$ cat src/rtl/led_seq_ctrl.sv
// Command-driven sequencer for the 4-LED bank (active-low LEDs) with an internal tick prescaler.
// Optional build macro LED_SEQ_PREEMPT_EN: accept a new command while RUN, aborting the current one.
module led_seq_ctrl #(
    parameter int TICK_DIV = 100000,
    parameter int CNT_W    = 17,
    parameter int STEP_W   = 8
) (
    input  logic              iCLK,
    input  logic              iRST_N,
    input  logic              iCMD_VALID,
    output logic              oCMD_READY,
    input  logic [1:0]        iCMD_MODE,
    input  logic [STEP_W-1:0] iCMD_STEPS,
    output logic [3:0]        oLED,
    output logic              oBUSY,
    output logic              oDONE,
    output logic [1:0]        oDBG_STATE
);

    typedef enum logic [1:0] {
        S_IDLE = 2'd0,
        S_LOAD = 2'd1,
        S_RUN  = 2'd2,
        S_DONE = 2'd3
    } state_t;

    localparam logic [1:0] MODE_ROL  = 2'b00;
    localparam logic [1:0] MODE_ROR  = 2'b01;
    localparam logic [1:0] MODE_PING = 2'b10;

    localparam logic [CNT_W-1:0] TICK_LAST = CNT_W'(TICK_DIV - 1);

`ifdef LED_SEQ_PREEMPT_EN
    localparam bit PREEMPT = 1'b1;
`else
    localparam bit PREEMPT = 1'b0;
`endif

    state_t              state_q, state_d;
    logic [3:0]          led_q, led_d;
    logic [CNT_W-1:0]    presc_q, presc_d;
    logic [STEP_W-1:0]   cnt_q, cnt_d;
    logic [STEP_W-1:0]   steps_q, steps_d;
    logic [1:0]          mode_q, mode_d;
    logic                dir_left_q, dir_left_d;
    logic                ready;
    logic                tick;

    always_ff @(posedge iCLK) begin
        if (!iRST_N) begin
            state_q    <= S_IDLE;
            led_q      <= 4'b1111;
            presc_q    <= '0;
            cnt_q      <= '0;
            steps_q    <= '0;
            mode_q     <= MODE_ROL;
            dir_left_q <= 1'b1;
        end else begin
            state_q    <= state_d;
            led_q      <= led_d;
            presc_q    <= presc_d;
            cnt_q      <= cnt_d;
            steps_q    <= steps_d;
            mode_q     <= mode_d;
            dir_left_q <= dir_left_d;
        end
    end

    // Handshake: a command transfers on any rising edge where iCMD_VALID and
    // oCMD_READY are both high; the requester holds valid/mode/steps until then.
    always_comb begin
        state_d    = state_q;
        led_d      = led_q;
        presc_d    = presc_q;
        cnt_d      = cnt_q;
        steps_d    = steps_q;
        mode_d     = mode_q;
        dir_left_d = dir_left_q;
        ready      = 1'b0;
        tick       = 1'b0;

        unique case (state_q)
            S_IDLE: begin
                ready = 1'b1;
                led_d = 4'b1111;
                if (iCMD_VALID) begin
                    mode_d  = iCMD_MODE;
                    steps_d = iCMD_STEPS;
                    state_d = S_LOAD;
                end
            end
            S_LOAD: begin
                presc_d    = '0;
                cnt_d      = '0;
                dir_left_d = 1'b1;
                unique case (mode_q)
                    MODE_ROL:  led_d = 4'b1110;
                    MODE_ROR:  led_d = 4'b0111;
                    MODE_PING: led_d = 4'b1110;
                    default:   led_d = 4'b0000;
                endcase
                state_d = S_RUN;
            end
            S_RUN: begin
                ready   = PREEMPT;
                tick    = (presc_q == TICK_LAST);
                presc_d = tick ? '0 : presc_q + 1'b1;
                if (tick) begin
                    unique case (mode_q)
                        MODE_ROL: led_d = {led_q[2:0], led_q[3]};
                        MODE_ROR: led_d = {led_q[0], led_q[3:1]};
                        MODE_PING: begin
                            // Reverse on reaching an end so the end pattern is shown once.
                            if (dir_left_q) begin
                                led_d = {led_q[2:0], led_q[3]};
                                if (led_d == 4'b0111) dir_left_d = 1'b0;
                            end else begin
                                led_d = {led_q[0], led_q[3:1]};
                                if (led_d == 4'b1110) dir_left_d = 1'b1;
                            end
                        end
                        default: led_d = ~led_q;
                    endcase
                    cnt_d = cnt_q + 1'b1;
                    if (steps_q != '0 && cnt_d == steps_q) state_d = S_DONE;
                end
                // A preempting command wins over a coinciding final tick.
                if (PREEMPT && iCMD_VALID) begin
                    mode_d  = iCMD_MODE;
                    steps_d = iCMD_STEPS;
                    state_d = S_LOAD;
                end
            end
            S_DONE: begin
                led_d   = 4'b1111;
                state_d = S_IDLE;
            end
            default: state_d = S_IDLE;
        endcase
    end

    assign oCMD_READY = ready;
    assign oLED       = led_q;
    assign oBUSY      = (state_q != S_IDLE);
    assign oDONE      = (state_q == S_DONE);
    assign oDBG_STATE = state_q;

endmodule
$ cat config.mk
export PLATFORM = sky130hd
export DESIGN_NAME = led_seq_ctrl
export DESIGN_NICKNAME = d
export VERILOG_FILES = /design/src/rtl/led_seq_ctrl.sv
export SDC_FILE = /design/constraint.sdc
export NUM_CORES = 1
export LEC_CHECK = 0
export CORE_ASPECT_RATIO = 2
export CORE_MARGIN = 3
export CORE_UTILIZATION = 30
export CTS_CLUSTER_SIZE = 10
export DETAILED_ROUTE_END_ITERATION = 10
export SYNTH_ARGS = -nofsm -noshare
export SYNTH_HDL_FRONTEND = slang
export SYNTH_SLANG_ARGS = --single-unit
$ cat constraint.sdc
create_clock -name iCLK -period 2.75 [get_ports iCLK]
set_clock_uncertainty 0.2 [all_clocks]
set_input_delay 0.55 -clock iCLK [delete_from_list [all_inputs] [get_ports iCLK]]
set_output_delay 0.55 -clock iCLK [all_outputs]
set_load 0.02 [all_outputs]
==> results of run 1 <==
per-stage QoR:
| step | hold slack [ns] | total power [mW] | util | setup slack (ns) |
|---|---|---|---|---|
| after floorplan | 0.245 | 1.25 | - | 0.244 |
| after global placement | 0.278 | 1.51 | 0.358 | 0.140 |
| after detailed placement | 0.286 | 1.51 | 0.358 | 0.0829 |
| after CTS | 0.292 | 2.18 | 0.380 | 0.176 |
| after global routing | 0.311 | 2.30 | 0.380 | 0.0606 |
| final | 0.291 | 2.16 | 0.380 | 0.210 |
metal layers:
| layer | global-route usage | vias to the layer above | wire length, um | part of all wire |
|---|---|---|---|---|
| li1 | - | 1066 | - | - |
| met1 | 0.141 | 1003 | 2110 | 0.36 |
| met2 | 0.271 | 41 | 3280 | 0.56 |
| met3 | 0.0334 | 24 | 180 | 0.031 |
| met4 | 0.108 | 0 | 325 | 0.055 |
| met5 | 0 | - | 0 | 0 |
flip-flops by register name (all words and copies together), names as in the netlist:
| register | cells |
|---|---|
| dir_left_q | 1 |
| presc_q | 17 |
| steps_q | 8 |
| oLED | 4 |
| cnt_q | 8 |
| oDBG_STATE | 2 |
| mode_q | 2 |
cells in the mapped netlist, types with 2 or more instances:
master     instances
or4b_1             2
nor2b_1            9
nand4b_1           2
o311ai_0           2
a311oi_1           2
dfxtp_1           42
nand3b_1           3
o2111ai_1          2
mux2i_1            6
inv_1              7
a21oi_1           23
nand3_1           13
o21a_1             2
nand2_1           49
or4_1              2
xor2_1            11
or3_1              2
nand4_1            6
nand2b_1           2
nor3_1             2
ha_1               6
clkbuf_1          10
o21ai_0           11
and3_1            10
nor2_1            29
nor4_1             2
xnor2_1           14
final cells by class:
type	count	share of cell area
tap	92	0.0411
clock buffer	5	0.0446
clock inverter	3	0.0143
sequential	42	0.300
multi-input combinational	230	0.500
inverter	7	0.00937
timing repair buffer	27	0.0910
final timing paths:
path	slack, ns	from	end	cells past startpoint
max reg2reg	0.28	presc_q[6]	cnt_q[5]	6
min	0.29	steps_q[1]	steps_q[1]	2
max	0.21	oDBG_STATE[1]	oBUSY	4
min reg2reg	0.29	steps_q[1]	steps_q[1]	2
cell families after synthesis:
logic type | after synthesis | share of synthesized area
AOI/OAI and AO/OA | 53 | 0.146
xor gates and xnor gates | 25 | 0.0942
adders and majority gates | 6 | 0.0323
buffers and inverters | 19 | 0.0355
DFF | 42 | 0.362
muxes | 6 | 0.0258
and+or+nand+nor | 140 | 0.304
power groups by stage:
| stage | Sequential [mW] | Combinational, mW | Clock, mW |
|---|---|---|---|
| after floorplan | 0.797 | 0.453 | 0 |
| after CTS | 0.780 | 0.724 | 0.676 |
| final | 0.781 | 0.718 | 0.664 |
| after global placement | 0.793 | 0.719 | 0 |
| after detailed placement | 0.793 | 0.721 | 0 |
| after global routing | 0.792 | 0.793 | 0.711 |
critical path: stages, from the launching register on:
cell and delay (ns):
dfxtp_1 0.43, inv_1 0.09, ha_1 0.25, inv_1 0.12
clkdlybuf4s50_1 0.62
==> impl_metrics.csv, run 1 <==
group,metric,value,unit
status,status,"completed",
yosys,ys_ff_latch,42,
power_and_ir_drop,peakVddDrop,0.314,mV
floorplan,die_h,130,um
cells_and_area,final_common_cell,"nand2_1",
placement,dp_cells,398,
worst_hold_path,hp-class,"reg -> reg",
detailed_routing,vias,2134,
power_and_ir_drop,power_leakage,1.03,nW
power_and_ir_drop,p_seq_frac,0.361,
detailed_routing,wirelength,5900,um
global_route,antenna_found_initial,0,
yosys,synth_cells,291,
clock_tree,postCtsHoldBufs,0,
cells_and_area,layout_common_cells,"49 x nand2_1, 42 x dfxtp_1, 29 x nor2_1",
global_route,grt_use_total,0.150,
clock_tree,cts_setup_buffers,0,
yosys,async_reset_ff_frac,0,
floorplan,fp.coreArea,0.00738,mm2
timing,timing.final.crit_share,0.924,
setup_path,crit_path_max_fanout,5,
placement,port_buffers,21,
timing,finalSetupViolations,0,
floorplan,core.rowCount,44,
floorplan,die_w,68.2,um
yosys,ys_types,47,
setup_path,cp.arrival,1.79,ns
power_and_ir_drop,p_sw_frac,0.344,
clock_tree,tritoncts,"built",
cells_and_area,seq_area,841,um2
timing,worstMarginPinSlew,0.711,ns
placement,gp_routability_congestion,0.846,
clock_tree,insertion_delay,0.29,ns
cells_and_area,synthToLayoutAreaGrowth,20.7,%
flow_run,cap_viol_max_count,0,
yosys,yosys.area.top_type,"dfxtp_1",
power_and_ir_drop,power_frac_clock,0.307,
global_route,grt_pass1_vias,2146,
yosys,ys_top_cells_by_area,"dfxtp_1 36%, nand2_1 7.9%, xnor2_1 5.3%, a21oi_1 5.0%, nor2_1 4.7%",
power_and_ir_drop,power_density,771,mW/mm2
detailed_routing,first_pass_iters,4,
cells_and_area,multi_input_area,0.00140,mm2
timing,fin_setup_tns,0,ns
timing,slew_violations,0,
timing,rsz0062_at_grt,"false",
power_and_ir_drop,intPower,1.42,mW
setup_path,worstSetupEndpointType,"output pin",
clock_tree,clk_pin_slew,0.06,ns
timing,period_needed,2.54,ns
clock_tree,htreeDepth,2,
power_and_ir_drop,comb_power_share,0.332,
clock_tree,clock_path_buffers,2,
yosys,synth-edff-count,0,
cells_and_area,fin_area,0.00280,mm2
yosys,netlist_area,0.00232,mm2
yosys,netlist.area_leader.share,0.362,
clock_tree,cts_inserted_buffers,5,
floorplan,start_util,0.315,
cells_and_area,finalNonFillerCells,406,
cells_and_area,fin_nets,332,
global_route,grt-ovfl-total,0,
clock_tree,clkSinkCount,42,
placement,dp_hpwl,4520,um
setup_path,worstSetupStartpointType,"flip-flop",
detailed_routing,ant_nets,0,
yosys,synth_flop_cell,"dfxtp_1",
floorplan,io_pins,22,
timing,final-hold-violation-count,0,
cells_and_area,drive_gt1_frac,0.0605,
clock_tree,clockRootBuffer,"clkbuf_16",
detailed_routing,vias_per_cell,5.26,
setup_path,crit_type,"reg -> out",
global_route,grt_pass1_wl,10100,um
yosys,avgSynthCellArea,7.98,um2
cells_and_area,fill_cells,792,
placement,place_area,0.00264,mm2
global_route,grt_max_degree,22,
setup_path,cp.required,2.00,ns
detailed_routing,drcViolationCount,0,
yosys,synth_seq_area_share,0.362,
yosys,synth_warnings,0,
floorplan,dieArea,0.00890,mm2
timing,maxSlewHeadroom,0.526,
detailed_routing,routedWlPerCell,14.5,um
power_and_ir_drop,p_sw,0.745,mW
cells_and_area,antennaDiodeCount,0,
clock_tree,postCtsResizedCells,0,
detailed_routing,drt_iter0_markers,96,
yosys,synth_fp_nets,310,
timing,fmax,394,MHz
No activity file was read; power rests on OpenSTA's default activity.
==> run 2, diff against run 1 <==
--- a/config.mk
+++ b/config.mk
@@ -5,6 +5,7 @@
 export SDC_FILE = /design/constraint.sdc
 export NUM_CORES = 1
 export LEC_CHECK = 0
+export ABC_CLOCK_PERIOD_IN_PS = 2750
 export CORE_ASPECT_RATIO = 2
 export CORE_MARGIN = 3
 export CORE_UTILIZATION = 30
==> results of run 2 <==
No change in the layout: final DEF, timing and power equal those of run 1.
==> run 3, diff against run 2 <==
--- a/config.mk
+++ b/config.mk
@@ -6,11 +6,14 @@
 export NUM_CORES = 1
 export LEC_CHECK = 0
 export ABC_CLOCK_PERIOD_IN_PS = 2750
+export CELL_PAD_IN_SITES_DETAIL_PLACEMENT = 0
+export CELL_PAD_IN_SITES_GLOBAL_PLACEMENT = 1
 export CORE_ASPECT_RATIO = 2
 export CORE_MARGIN = 3
 export CORE_UTILIZATION = 30
-export CTS_CLUSTER_SIZE = 10
+export CTS_CLUSTER_SIZE = 30
 export DETAILED_ROUTE_END_ITERATION = 10
+export PLACE_DENSITY_LB_ADDON = 0.1
 export SYNTH_ARGS = -nofsm -noshare
 export SYNTH_HDL_FRONTEND = slang
 export SYNTH_SLANG_ARGS = --single-unit
==> run 3 against run 2 <==
Global-route usage increased by 2.0 points; register-to-register slack improved by 0.02 ns; critical path depth unchanged; final area decreased by 0.45%; largest cell class unchanged.
==> impl_metrics.csv, run 3 (synthesis results as in run 1) <==
group,metric,value,unit
status,status,"completed",
floorplan,io_pins,22,
detailed_routing,wirelength,6660,um
cells_and_area,largest_reg_flops,17,
cells_and_area,drive_gt1_frac,0.0605,
clock_tree,postCtsResizedCells,0,
detailed_routing,drcViolationCount,0,
setup_path,worstSetupStartpointType,"flip-flop",
flow_run,cap_viol_max_count,0,
timing,setup_slack,0.215,ns
setup_path,cp.arrival,1.79,ns
detailed_routing,first_pass_iters,4,
timing,rsz0062_at_grt,"false",
cells_and_area,top_register,"presc_q",
detailed_routing,ant_nets,0,
floorplan,die_w,68.2,um
clock_tree,htreeDepth,2,
cells_and_area,synthToLayoutAreaGrowth,20.1,%
global_route,antenna_found_initial,0,
timing,fin_setup_tns,0,ns
floorplan,dieArea,0.00890,mm2
clock_tree,clkSinkCount,42,
clock_tree,postCtsHoldBufs,0,
timing,finalSetupViolations,0,
floorplan,start_util,0.315,
power_and_ir_drop,power_leakage,1.02,nW
cells_and_area,top_regs,"presc_q (17), cnt_q (8), steps_q (8)",
placement,place_area,0.00265,mm2
cells_and_area,fin_area,0.00279,mm2
setup_path,ff2ff_path_depth,8,
cells_and_area,final_common_cell,"nand2_1",
setup_path,crit_type,"reg -> out",
floorplan,core.rowCount,44,
global_route,grt_pass1_vias,2199,
clock_tree,cts_setup_buffers,0,
placement,port_buffers,21,
setup_path,worstSetupEndpointType,"output pin",
cells_and_area,fin_nets,334,
global_route,grt-ovfl-total,0,
setup_path,cp.required,2.00,ns
placement,place_ws,0.0777,ns
worst_hold_path,hold_depth,2,
placement,dp_cells,400,
setup_path,crit_path_max_fanout,5,
clock_tree,clockRootBuffer,"clkbuf_16",
placement,gp_routability_congestion,0.799,
timing,worstMarginPinSlew,0.477,ns
timing,maxSlewHeadroom,0.682,
placement,dp_hpwl,5180,um
detailed_routing,routedWlPerCell,16.4,um
worst_hold_path,hp-class,"reg -> reg",
power_and_ir_drop,peakVddDrop,0.429,mV
clock_tree,clk_pin_slew,0.06,ns
global_route,grt_pass1_wl,11100,um
cells_and_area,antennaDiodeCount,0,
clock_tree,cts_inserted_buffers,5,
power_and_ir_drop,power_density,747,mW/mm2
clock_tree,insertion_delay,0.29,ns
global_route,grt_max_degree,18,
timing,slew_violations,0,
clock_tree,tritoncts,"built",
timing,final-hold-violation-count,0,
timing,period_needed,2.54,ns
clock_tree,clock_path_buffers,2,
detailed_routing,drt_iter0_markers,138,
cells_and_area,layout_common_cells,"49 x nand2_1, 42 x dfxtp_1, 29 x nor2_1",
floorplan,die_h,130,um
timing,fmax,394,MHz
cells_and_area,finalNonFillerCells,406,
timing,timing.final.crit_share,0.922,
detailed_routing,vias,2127,
detailed_routing,vias_per_cell,5.24,
floorplan,fp.coreArea,0.00738,mm2
global_route,grt_use_total,0.170,
## run 3: cell count changes in the layout (fill, tap and decap cells not counted), sizes merged
cell    change
clkbuf      +1
clkinv      -2
bufinv      -1
buf         +2
## run 3: cell type report
cell class                      count  area [um2]
Sequential cell                    42         841
Inverter                            7        26.3
Clock buffer                        6         139
Fill cell                         822        4590
Tap cell                           92         115
Multi-Input combinational cell    230        1400
Timing Repair Buffer               29         270
## run 3: final timing paths
kind            startpoint            end  slack, ns
min reg2reg     steps_q[1]     steps_q[1]       0.28
min             steps_q[1]     steps_q[1]       0.28
max reg2reg  oDBG_STATE[0]  oDBG_STATE[0]       0.30
max          oDBG_STATE[0]          oBUSY       0.21
## run 3: through the flow
| step | hold slack, ns | power [mW] | utilization |
|---|---|---|---|
| global placement | 0.274 | 1.54 | 0.360 |
| global route | 0.306 | 2.23 | 0.378 |
| detailed placement | 0.278 | 1.53 | 0.360 |
| floorplan | 0.245 | 1.25 | - |
| CTS | 0.285 | 2.13 | 0.378 |
| finish | 0.284 | 2.09 | 0.378 |
## run 3: worst max-delay path: stages (launching register included)
cell	delay [ns]
dfxtp_1	0.39
inv_1	0.10
ha_1	0.27
inv_1	0.12
clkdlybuf4s50_1	0.62
## run 3: report_power, final
part / internal, mW / total, mW / leakage [nW] / switching [mW]
clock network: 0.351 / 0.583 / 0.0688 / 0.232
logic: 0.317 / 0.722 / 0.612 / 0.404
registers: 0.677 / 0.781 / 0.341 / 0.104
## run 3: routing by layer
layer  GRT usage  share of wire
met5           0              0
met4      0.0903          0.030
met3      0.0240          0.018
met2       0.335           0.60
met1       0.157           0.35
